===== src/rtl/jk_pkg.sv =====
`default_nettype none
// ============================================================================
// Module      : jk_pkg
// Description : Shared types and helpers for the JK excitation driver.
//               - FSM state encoding
//               - JK_HOLD constant (J=0, K=0)
//               - jk_excite(): per-bit excitation table, mapping (Q, T) to {J, K}
// Config      : JK_TOGGLE_EXCITE_EN -- when defined, a changing bit is driven
//               with toggle excitation (J=1, K=1) in both directions instead of
//               set/reset excitation.
// Revision    : 1.0 - initial release
// ============================================================================
package jk_pkg;

   typedef enum logic [1:0] {
      IDLE   = 2'd0,
      EXCITE = 2'd1,
      CHECK  = 2'd2
   } jk_state_e;

   localparam logic [1:0] JK_HOLD = 2'b00;

   // Returns {J, K} that moves a JK flip-flop from Q to T in one edge.
   // Don't-care table entries resolve to 0 to keep the excitation minimal.
   function automatic logic [1:0] jk_excite(input logic q, input logic t);
`ifdef JK_TOGGLE_EXCITE_EN
      return (q != t) ? 2'b11 : JK_HOLD;
`else
      if (!q && t) begin
         return 2'b10;
      end
      if (q && !t) begin
         return 2'b01;
      end
      return JK_HOLD;
`endif
   endfunction

endpackage
`default_nettype wire


===== src/rtl/jk_excitation_driver_bank.sv =====
`default_nettype none
// ============================================================================
// Module      : jk_reg_bank
// Description : W independent JK flip-flops sharing one clock.
//               Next state per bit: Q+ = J&~Q | ~K&Q.
//               A synchronous reset loads INIT.
// Ports       : clk     - rising-edge clock
//               rst     - synchronous reset, active-high
//               j_i     - J inputs, one per bit
//               k_i     - K inputs, one per bit
//               q_o     - bank state
//               q_bar_o - complement of the bank state
// Revision    : 1.0 - initial release
// ============================================================================
module jk_reg_bank
   import jk_pkg::*;
#(
   parameter int             W    = 4,
   parameter logic [W-1:0]   INIT = {W{1'b1}}
) (
   input  logic         clk,
   input  logic         rst,
   input  logic [W-1:0] j_i,
   input  logic [W-1:0] k_i,
   output logic [W-1:0] q_o,
   output logic [W-1:0] q_bar_o
);

   logic [W-1:0] q_q;

   always_ff @(posedge clk) begin
      if (rst) begin
         q_q <= INIT;
      end else begin
         q_q <= (j_i & ~q_q) | (~k_i & q_q);
      end
   end

   assign q_o     = q_q;
   assign q_bar_o = ~q_q;

endmodule
`default_nettype wire


===== src/rtl/jk_excitation_driver.sv =====
`default_nettype none
// ============================================================================
// Module      : jk_excitation_driver
// Description : Inverse JK flip-flop. Accepts target words over a valid/ready
//               stream and computes the per-bit J/K excitation that moves an
//               internal JK register bank from its current state to the target.
//               It then checks that the bank reached the target.
//               Each transaction takes three cycles: IDLE -> EXCITE -> CHECK.
// Config      : JK_TOGGLE_EXCITE_EN -- when defined, changing bits use toggle
//               excitation (J=K=1). When undefined, they use set/reset
//               excitation, and J=K=1 never appears.
// Ports       : clk       - rising-edge clock
//               rst       - synchronous reset, active-high
//               tgt_valid - target word offered
//               tgt_ready - block can accept a target (IDLE only)
//               tgt_data  - desired next Q
//               j_out     - registered J excitation applied to the bank
//               k_out     - registered K excitation applied to the bank
//               q         - JK bank state
//               q_bar     - ~q
//               done      - one-cycle pulse: bank matched the latched target
//               mismatch  - one-cycle pulse: bank differed from the target
//               chg_cnt   - saturating count of bits changed since reset
// Revision    : 1.0 - initial release
// ============================================================================
module jk_excitation_driver
   import jk_pkg::*;
#(
   parameter int             W    = 4,
   parameter logic [W-1:0]   INIT = {W{1'b1}},
   parameter int             CW   = 8
) (
   input  logic          clk,
   input  logic          rst,
   input  logic          tgt_valid,
   output logic          tgt_ready,
   input  logic [W-1:0]  tgt_data,
   output logic [W-1:0]  j_out,
   output logic [W-1:0]  k_out,
   output logic [W-1:0]  q,
   output logic [W-1:0]  q_bar,
   output logic          done,
   output logic          mismatch,
   output logic [CW-1:0] chg_cnt
);

   // The adder is sized so that the counter plus a full-width popcount
   // cannot overflow before the saturation check.
   localparam int PW = $clog2(W + 1);
   localparam int SW = ((CW > PW) ? CW : PW) + 1;
   localparam logic [SW-1:0] CNT_MAX = SW'({CW{1'b1}});

   jk_state_e     state_q, state_d;
   logic [W-1:0]  j_q, j_d;
   logic [W-1:0]  k_q, k_d;
   logic [W-1:0]  tgt_q, tgt_d;
   logic          done_q, done_d;
   logic          mis_q, mis_d;
   logic [CW-1:0] cnt_q, cnt_d;
   logic          hs;
   logic [W-1:0]  diff;
   logic [SW-1:0] pop;
   logic [SW-1:0] cnt_sum;

   // --------------------------------------------------------------------
   // JK register bank. j_q/k_q are zero outside EXCITE, so the bank holds.
   // --------------------------------------------------------------------
   jk_reg_bank #(
      .W    (W),
      .INIT (INIT)
   ) u_bank (
      .clk     (clk),
      .rst     (rst),
      .j_i     (j_q),
      .k_i     (k_q),
      .q_o     (q),
      .q_bar_o (q_bar)
   );

   // --------------------------------------------------------------------
   // FSM: state register
   // --------------------------------------------------------------------
   always_ff @(posedge clk) begin
      if (rst) begin
         state_q <= IDLE;
      end else begin
         state_q <= state_d;
      end
   end

   // --------------------------------------------------------------------
   // FSM: next state
   // --------------------------------------------------------------------
   always_comb begin
      state_d = state_q;
      case (state_q)
         IDLE:    if (tgt_valid) state_d = EXCITE;
         EXCITE:  state_d = CHECK;
         CHECK:   state_d = IDLE;
         default: state_d = IDLE;
      endcase
   end

   // --------------------------------------------------------------------
   // FSM: outputs
   // --------------------------------------------------------------------
   always_comb begin
      tgt_ready = (state_q == IDLE);
      hs        = tgt_ready && tgt_valid;
   end

   // --------------------------------------------------------------------
   // Changed-bit popcount. This is evaluated in EXCITE, before the bank edge.
   // --------------------------------------------------------------------
   assign diff = q ^ tgt_q;

   always_comb begin
      pop = '0;
      for (int i = 0; i < W; i++) begin
         pop = pop + SW'(diff[i]);
      end
   end

   assign cnt_sum = SW'(cnt_q) + pop;

   // --------------------------------------------------------------------
   // Datapath next state
   // --------------------------------------------------------------------
   always_comb begin
      j_d    = '0;
      k_d    = '0;
      tgt_d  = tgt_q;
      done_d = 1'b0;
      mis_d  = 1'b0;
      cnt_d  = cnt_q;

      if (hs) begin
         tgt_d = tgt_data;
         for (int i = 0; i < W; i++) begin
            {j_d[i], k_d[i]} = jk_excite(q[i], tgt_data[i]);
         end
      end

      if (state_q == EXCITE) begin
         cnt_d = (cnt_sum > CNT_MAX) ? {CW{1'b1}} : cnt_sum[CW-1:0];
      end

      if (state_q == CHECK) begin
         done_d = (q == tgt_q);
         mis_d  = (q != tgt_q);
      end
   end

   always_ff @(posedge clk) begin
      if (rst) begin
         j_q    <= '0;
         k_q    <= '0;
         tgt_q  <= '0;
         done_q <= 1'b0;
         mis_q  <= 1'b0;
         cnt_q  <= '0;
      end else begin
         j_q    <= j_d;
         k_q    <= k_d;
         tgt_q  <= tgt_d;
         done_q <= done_d;
         mis_q  <= mis_d;
         cnt_q  <= cnt_d;
      end
   end

   assign j_out    = j_q;
   assign k_out    = k_q;
   assign done     = done_q;
   assign mismatch = mis_q;
   assign chg_cnt  = cnt_q;

endmodule
`default_nettype wire


===== config.mk =====
export PLATFORM = sky130hd
export DESIGN_NAME = jk_excitation_driver
export DESIGN_NICKNAME = d
export VERILOG_FILES = /design/src/rtl/jk_pkg.sv /design/src/rtl/jk_excitation_driver_bank.sv /design/src/rtl/jk_excitation_driver.sv
export SDC_FILE = /design/constraint.sdc
export NUM_CORES = 1
export LEC_CHECK = 0
export ABC_AREA = 1
export CAP_MARGIN = 20
export CORE_AREA = 3 3 59 61
export DETAILED_ROUTE_END_ITERATION = 10
export DIE_AREA = 0 0 62 64
export HOLD_SLACK_MARGIN = 0.15
export PLACE_DENSITY = 0.71
export SYNTH_ARGS = -nofsm -noshare
export SYNTH_HDL_FRONTEND = slang
export SYNTH_HIERARCHICAL = 1
export SYNTH_SLANG_ARGS = --single-unit

===== constraint.sdc =====
create_clock -name clk -period 2.2 [get_ports clk]
set_input_delay 0.22 -clock clk [delete_from_list [all_inputs] [get_ports clk]]
set_output_delay 0.22 -clock clk [all_outputs]
set_load 0.01 [all_outputs]

Yosys cells after proc, flatten, opt, wreduce, memory -nomap -nowiden
Index checks and enable logic that the tools add are counted.
{ "classes": {"n_lt_le_gt_ge": 1, "shifts": 0, "addsub": 4, "div_mod_pow": 0, "n_eq_ne": 5, "n_mux": 39, "n_mul": 0, "reduce_logical": 20, "bitwise": 8} }
{ "ops": {"columns": ["operator", "count"], "rows": [
  ["$mux 2", 17],
  ["$mux 1", 20],
  ["$add 8x4->9", 1],
  ["$gt 9x8->1 const B", 1],
  ["$logic_and 1x1->1", 9],
  ["$and 4x4->4", 2],
  ["$logic_not 1->1", 8],
  ["$mux 8", 1],
  ["$not 4->4", 2],
  ["$add 3x1->4", 1],
  ["$eq 4x4->1", 1],
  ["$ne 4x4->1", 1],
  ["$or 4x4->4", 1],
  ["$pmux 2 s2", 1],
  ["$reduce_or 2->1", 2],
  ["$xor 4x4->4", 1],
  ["$add 2x1->3", 1],
  ["$add 1x1->2", 1],
  ["$eq 2x1->1 const B", 1],
  ["$eq 2x2->1 const B", 1],
  ["$logic_not 2->1", 1],
  ["$ne 2x2->1 const B", 1],
  ["$not 1->1", 2]
]} }
{ "totals": {"ff_bits": 28, "latchBits": 0, "output_inout_bits": 27, "elab_cells": 85, "mem_bits_ro": 0, "inputBits": 7, "memories": 0, "ram_bits": 0} }

Logic depth before layout (Yosys ltp)
{ "logic_depth": {"depth_word": 8, "depth_mapped": 12, "depth_no_buf": 12} }

Cells and area by module
Netlist, hierarchy kept.
{ "modules_own_cells": {"columns": ["mod", "seq_area_each_um2", "cells_per_inst", "area_per_inst_um2", "instances"], "rows": [
  ["jk_excitation_driver", 480.5, 133, 1064.8, 1],
  ["jk_reg_bank", 80.1, 25, 173.9, 1]
]} }

Worst setup path after synthesis
OpenSTA, ideal clock, no wires.
{ "synth_path": {"kind": "register -> register", "start": "reg u_bank.q_q[0], in the netlist u_bank/q_o[0]", "end": "reg cnt_q[3], in the netlist chg_cnt[3]", "arrival_time_ps": 2250, "path_stages_with_launch": 12, "path_buffers": 0, "t_required_ps": 2131, "period_less_slack_ps": 2318, "setup_time_ps": 69, "path_slack_ps": -118, "cell_sequence": "dfxtp_1 > xnor2_1 > fa_1 > fa_1 > inv_1 > fa_1 > nand2_1 > nor2_4 > nand4_2 > inv_1 > nand2_1 > o21ai_1"} }
{ "synth_between": {"elab_chain_cells": 7} }
{ "synth_lines": {"columns": ["element", "line_no", "source"], "rows": [
  ["from (decl)", "jk_excitation_driver_bank.sv:29", "logic [W-1:0] q_q;"],
  ["from (signal assigned)", "jk_excitation_driver_bank.sv:35", "q_q <= (j_i & ~q_q) | (~k_i & q_q);"],
  ["$xor 4x4->4 (*)", "jk_excitation_driver.sv:115", "assign diff = q ^ tgt_q;"],
  ["$add 1x1->2 (*)", "jk_excitation_driver.sv:120", "pop = pop + SW'(diff[i]);"],
  ["$add 2x1->3 (*)", "jk_excitation_driver.sv:120", null],
  ["$add 3x1->4 (*)", "jk_excitation_driver.sv:120", null],
  ["$add 8x4->9 (*)", "jk_excitation_driver.sv:124", "assign cnt_sum = SW'(cnt_q) + pop;"],
  ["$gt 9x8->1", "jk_excitation_driver.sv:145", "cnt_d = (cnt_sum > CNT_MAX) ? {CW{1'b1}} : cnt_sum[CW-1:0];"],
  ["$mux 8 (*)", "jk_excitation_driver.sv:145", null],
  ["to (signal assigned)", "jk_excitation_driver.sv:168", "cnt_q <= cnt_d;"],
  ["to (decl)", "jk_excitation_driver.sv:59", "logic [CW-1:0] cnt_q, cnt_d;"]
]} }
Mark *: on every way between the ends. The rest lies on a longest branch, timed or not.
A chain may end at the register's enable or synchronous reset.

Final worst setup path
{ "layout_path": {"start": "reg u_bank.q_q[2], in the netlist u_bank/q_o[2]", "end": "reg cnt_q[3], in the netlist chg_cnt[3]"} }
{ "layout_between": {"elab_chain_cells": 6} }
{ "layout_lines": {"columns": ["element", "line_no"], "rows": [
  ["$xor 4x4->4 (*)", "jk_excitation_driver.sv:115"],
  ["$add 2x1->3 (*)", "jk_excitation_driver.sv:120"],
  ["$add 3x1->4 (*)", "jk_excitation_driver.sv:120"],
  ["$add 8x4->9 (*)", "jk_excitation_driver.sv:124"],
  ["$gt 9x8->1", "jk_excitation_driver.sv:145"],
  ["$mux 8 (*)", "jk_excitation_driver.sv:145"]
]} }
Marked as above.

==> flow_metrics.env <==
export IMPL_slew_viol_final=0
export IMPL_area_growth_pct=39.4
export IMPL_regToRegSetupSlack_ps=-60
export IMPL_hold_path_depth=2
export IMPL_synth_top_cell_by_area="dfxtp_1"
export IMPL_drt_iter0_drc=31
export IMPL_syn_num_nets=169
export IMPL_cts_num_sinks=28
export IMPL_ctsHoldBuffers=0
export IMPL_internal_power_uw=701
export IMPL_power_frac_clock_pct=21.2
export IMPL_grt_start_max_net_pins=15
export IMPL_htree_num_levels=1
export IMPL_r2r_end="chg_cnt[3]$_SDFFE_PP0N_"
export IMPL_gp_congestion=0.795
export IMPL_crit_fanout=4
export IMPL_p_per_area_nw_per_um2=571
export IMPL_ys_flop_type="dfxtp_1"
export IMPL_cap_violations=0
export IMPL_cts_root_buf="clkbuf_4"
export IMPL_max_freq_ghz=0.442
export IMPL_required_ps=2470
export IMPL_clockBufferDepth=2
export IMPL_numCtsBuffers=3
export IMPL_hold_start="tgt_data[3]"
export IMPL_drive_gt1_share_pct=22.1
export IMPL_timing_final_crit_period_ps=2260
export IMPL_die_area_sq_um=3970
export IMPL_ys_seq_area_share_pct=45.3
export IMPL_synth_seq_cells=28
export IMPL_placed_area_sq_um=1660
export IMPL_async_flop_share_pct=0
export IMPL_finalCritPeriodShare_pct=103
export IMPL_hpwlAfterDp_um=2170
export IMPL_synth_edf_count=0
export IMPL_drtPass1Iterations=5
export IMPL_fin_ws_ps=-60.0
export IMPL_wl_per_cell_um=11.3
export IMPL_antenna_found_initial=0
export IMPL_antenna_left=0
export IMPL_grt_use_total_pct=15.5
export IMPL_cp_slowest_stage_delay_ps=510
export IMPL_swShare_pct=28.9
export IMPL_cts_tree="built"
export IMPL_via_per_inst=4.58
export IMPL_setup_violations=7
export IMPL_nNetsFinal=212
export IMPL_hold_ws_ps=473
export IMPL_r2r_start="u_bank/q_o[2]$_SDFF_PP1_"
export IMPL_hold_path_class="primary input to flop"
export IMPL_maxSlewHeadroom_pct=75.5
export IMPL_final_cell_area_sq_um=1730
export IMPL_end_kind="flop"
export IMPL_p_sw_uw=284
export IMPL_tns_ps=-236
export IMPL_skew_ps=12.3
export IMPL_clk_latency_ps=320
export IMPL_yosys_warnings=6
export IMPL_vias=1114
export IMPL_critical_path_cell_chain="xnor2_2 -> fa_1 -> fa_2 -> inv_2 -> fa_2 -> nand2_2 -> nor2_4 -> nand4_4 -> inv_2 -> nand2_4 -> o21ai_1"
export IMPL_synthCells=158
export IMPL_whs_endpoint="k_out[3]$_SDFF_PP0_"
export IMPL_slowest_stage="fa_1"
export IMPL_cp_start_kind="flop"
export IMPL_crit_type="flop to flop"
export IMPL_start_util_pct=40.9
export IMPL_synth_area_leaders="dfxtp_1 45%, nand2_1 8.2%, inv_1 7.0%"
export IMPL_rsz0062_at_grt="true"
export IMPL_cp_startpoint="u_bank/q_o[2]$_SDFF_PP1_"
export IMPL_crit_arrival_ps=2530
export IMPL_floorplan_core_area_sq_um=3030
export IMPL_hold_violations=0
export IMPL_p_leak_uw=0.000780
export IMPL_ir_drop_mv=0.274
export IMPL_die_y_um=64
export IMPL_clk_pin_slew_ps=150
export IMPL_pwr_share_seq_pct=55.8
export IMPL_dp_slack_ps=-120
export IMPL_die_w_um=62
export IMPL_row_count=20
export IMPL_io_pins=34
export IMPL_r2r_worst_path_cells=11
export IMPL_grt_overflow=0
export IMPL_synth_area_sq_um=1240
export IMPL_grt_pass1_wl_um=4630
export IMPL_synth_top_cell_area_share_pct=45.3
export IMPL_status="finished, violations left"
export IMPL_worstMarginPinSlew_ps=365
export IMPL_first_global_vias=1084
export IMPL_port_buffers=33
export IMPL_wirelength_um=2750
export IMPL_synth_cell_type_count=22
export IMPL_drcViolationCount=0
export IMPL_antenna_cells=0
export IMPL_violations="setup timing"
export IMPL_comb_power_share_pct=23.0
export IMPL_yosysMostFrequentCell="dfxtp_1"
export IMPL_syn_avg_cell_area_sq_um=7.84
export IMPL_synth_common_cells="28 x dfxtp_1, 27 x nand2_1, 23 x inv_1"
## cells by family after synthesis
group / synth area share (%)
AO/OA/AOI/OAI: 6.16
flip-flops: 45.3
adder cells (fa/ha/maj): 5.86
XOR/XNOR: 2.83
AND/OR/NAND/NOR: 29.5
buffers and inverters: 10.4
## worst max-delay path by stage
stage	cells after the start	slack (ps)	to
2_1_floorplan	11	0.1	chg_cnt[3]$_SDFFE_PP0N_
3_3_place_gp	11	-40	chg_cnt[3]$_SDFFE_PP0N_
3_5_place_dp	11	-120	chg_cnt[5]$_SDFFE_PP0N_
4_1_cts	11	-50	chg_cnt[5]$_SDFFE_PP0N_
5_1_grt	12	-140	chg_cnt[4]$_SDFFE_PP0N_
6_report	11	-60	chg_cnt[3]$_SDFFE_PP0N_
## metal layers
metal / part of all wire, % / GRT usage (%) / vias to the layer above
met5: 0 / 0 / -
met1: 45 / 18.9 / 516
li1: - / - / 571
met4: 0.76 / 5.57 / 0
met2: 51 / 26.0 / 25
met3: 3.1 / 3.03 / 2
## cell type report
class | instances | area, sq um
multi-input combinational | 97 | 588
inverter | 32 | 121
fill | 287 | 1300
timing repair buffer | 39 | 375
sequential | 28 | 564
clock buffer | 3 | 22.5
tap | 44 | 55.1
## critical path, delay by kind of cell, from the launching register on
family / cells / cell delay, ps
simple gates: 4 / 380
compound gates: 1 / 70
buf+inv: 2 / 170
fa+ha+maj: 3 / 1070
xor+xnor: 1 / 140
flops: 1 / 370
## power groups by stage
stage               sequential [uW]  clock, uW  combinational, uW
floorplan                       566          0                123
global placement                559          0                210
detailed placement              561          0                216
CTS                             550        217                223
global route                    553        238                251
finish                          549        209                227
## registers in the layout (all words and copies together), names as in the netlist
register	count
tgt_q	4
u_bank/q_o	4
j_out	4
chg_cnt	8
mismatch	1
state_q	2
k_out	4
done	1
## through the flow
stage | total power, uW | utilization (%) | cells
3_3_place_gp | 769 | 55.0 | 237
2_1_floorplan | 689 | - | 158
4_1_cts | 990 | 56.4 | 241
3_5_place_dp | 777 | 55.0 | 237
5_1_grt | 1040 | 57.0 | 243
6_report | 985 | 57.0 | 243
## timing repair
action,CTS,global route
hold endpoints to repair,0,0
buffers inserted,1,2
cloned,0,0
endpoints found under the setup margin,8,8
resized for setup,4,1
pin swaps,3,2
## cell usage in the layout, fill, tap and decap left out, drive strengths merged
master	n
nand2	37
clkdlybuf4s50	33
inv	31
dfxtp	28
nor2	15
nand3	14
o21ai	9
buf	6
nor3	5
a21oi	5
xnor2	4
clkbuf	3
nand4	3
fa	3
a31oi	1
clkinv	1
ha	1
No activity file was read; power rests on OpenSTA's default activity.
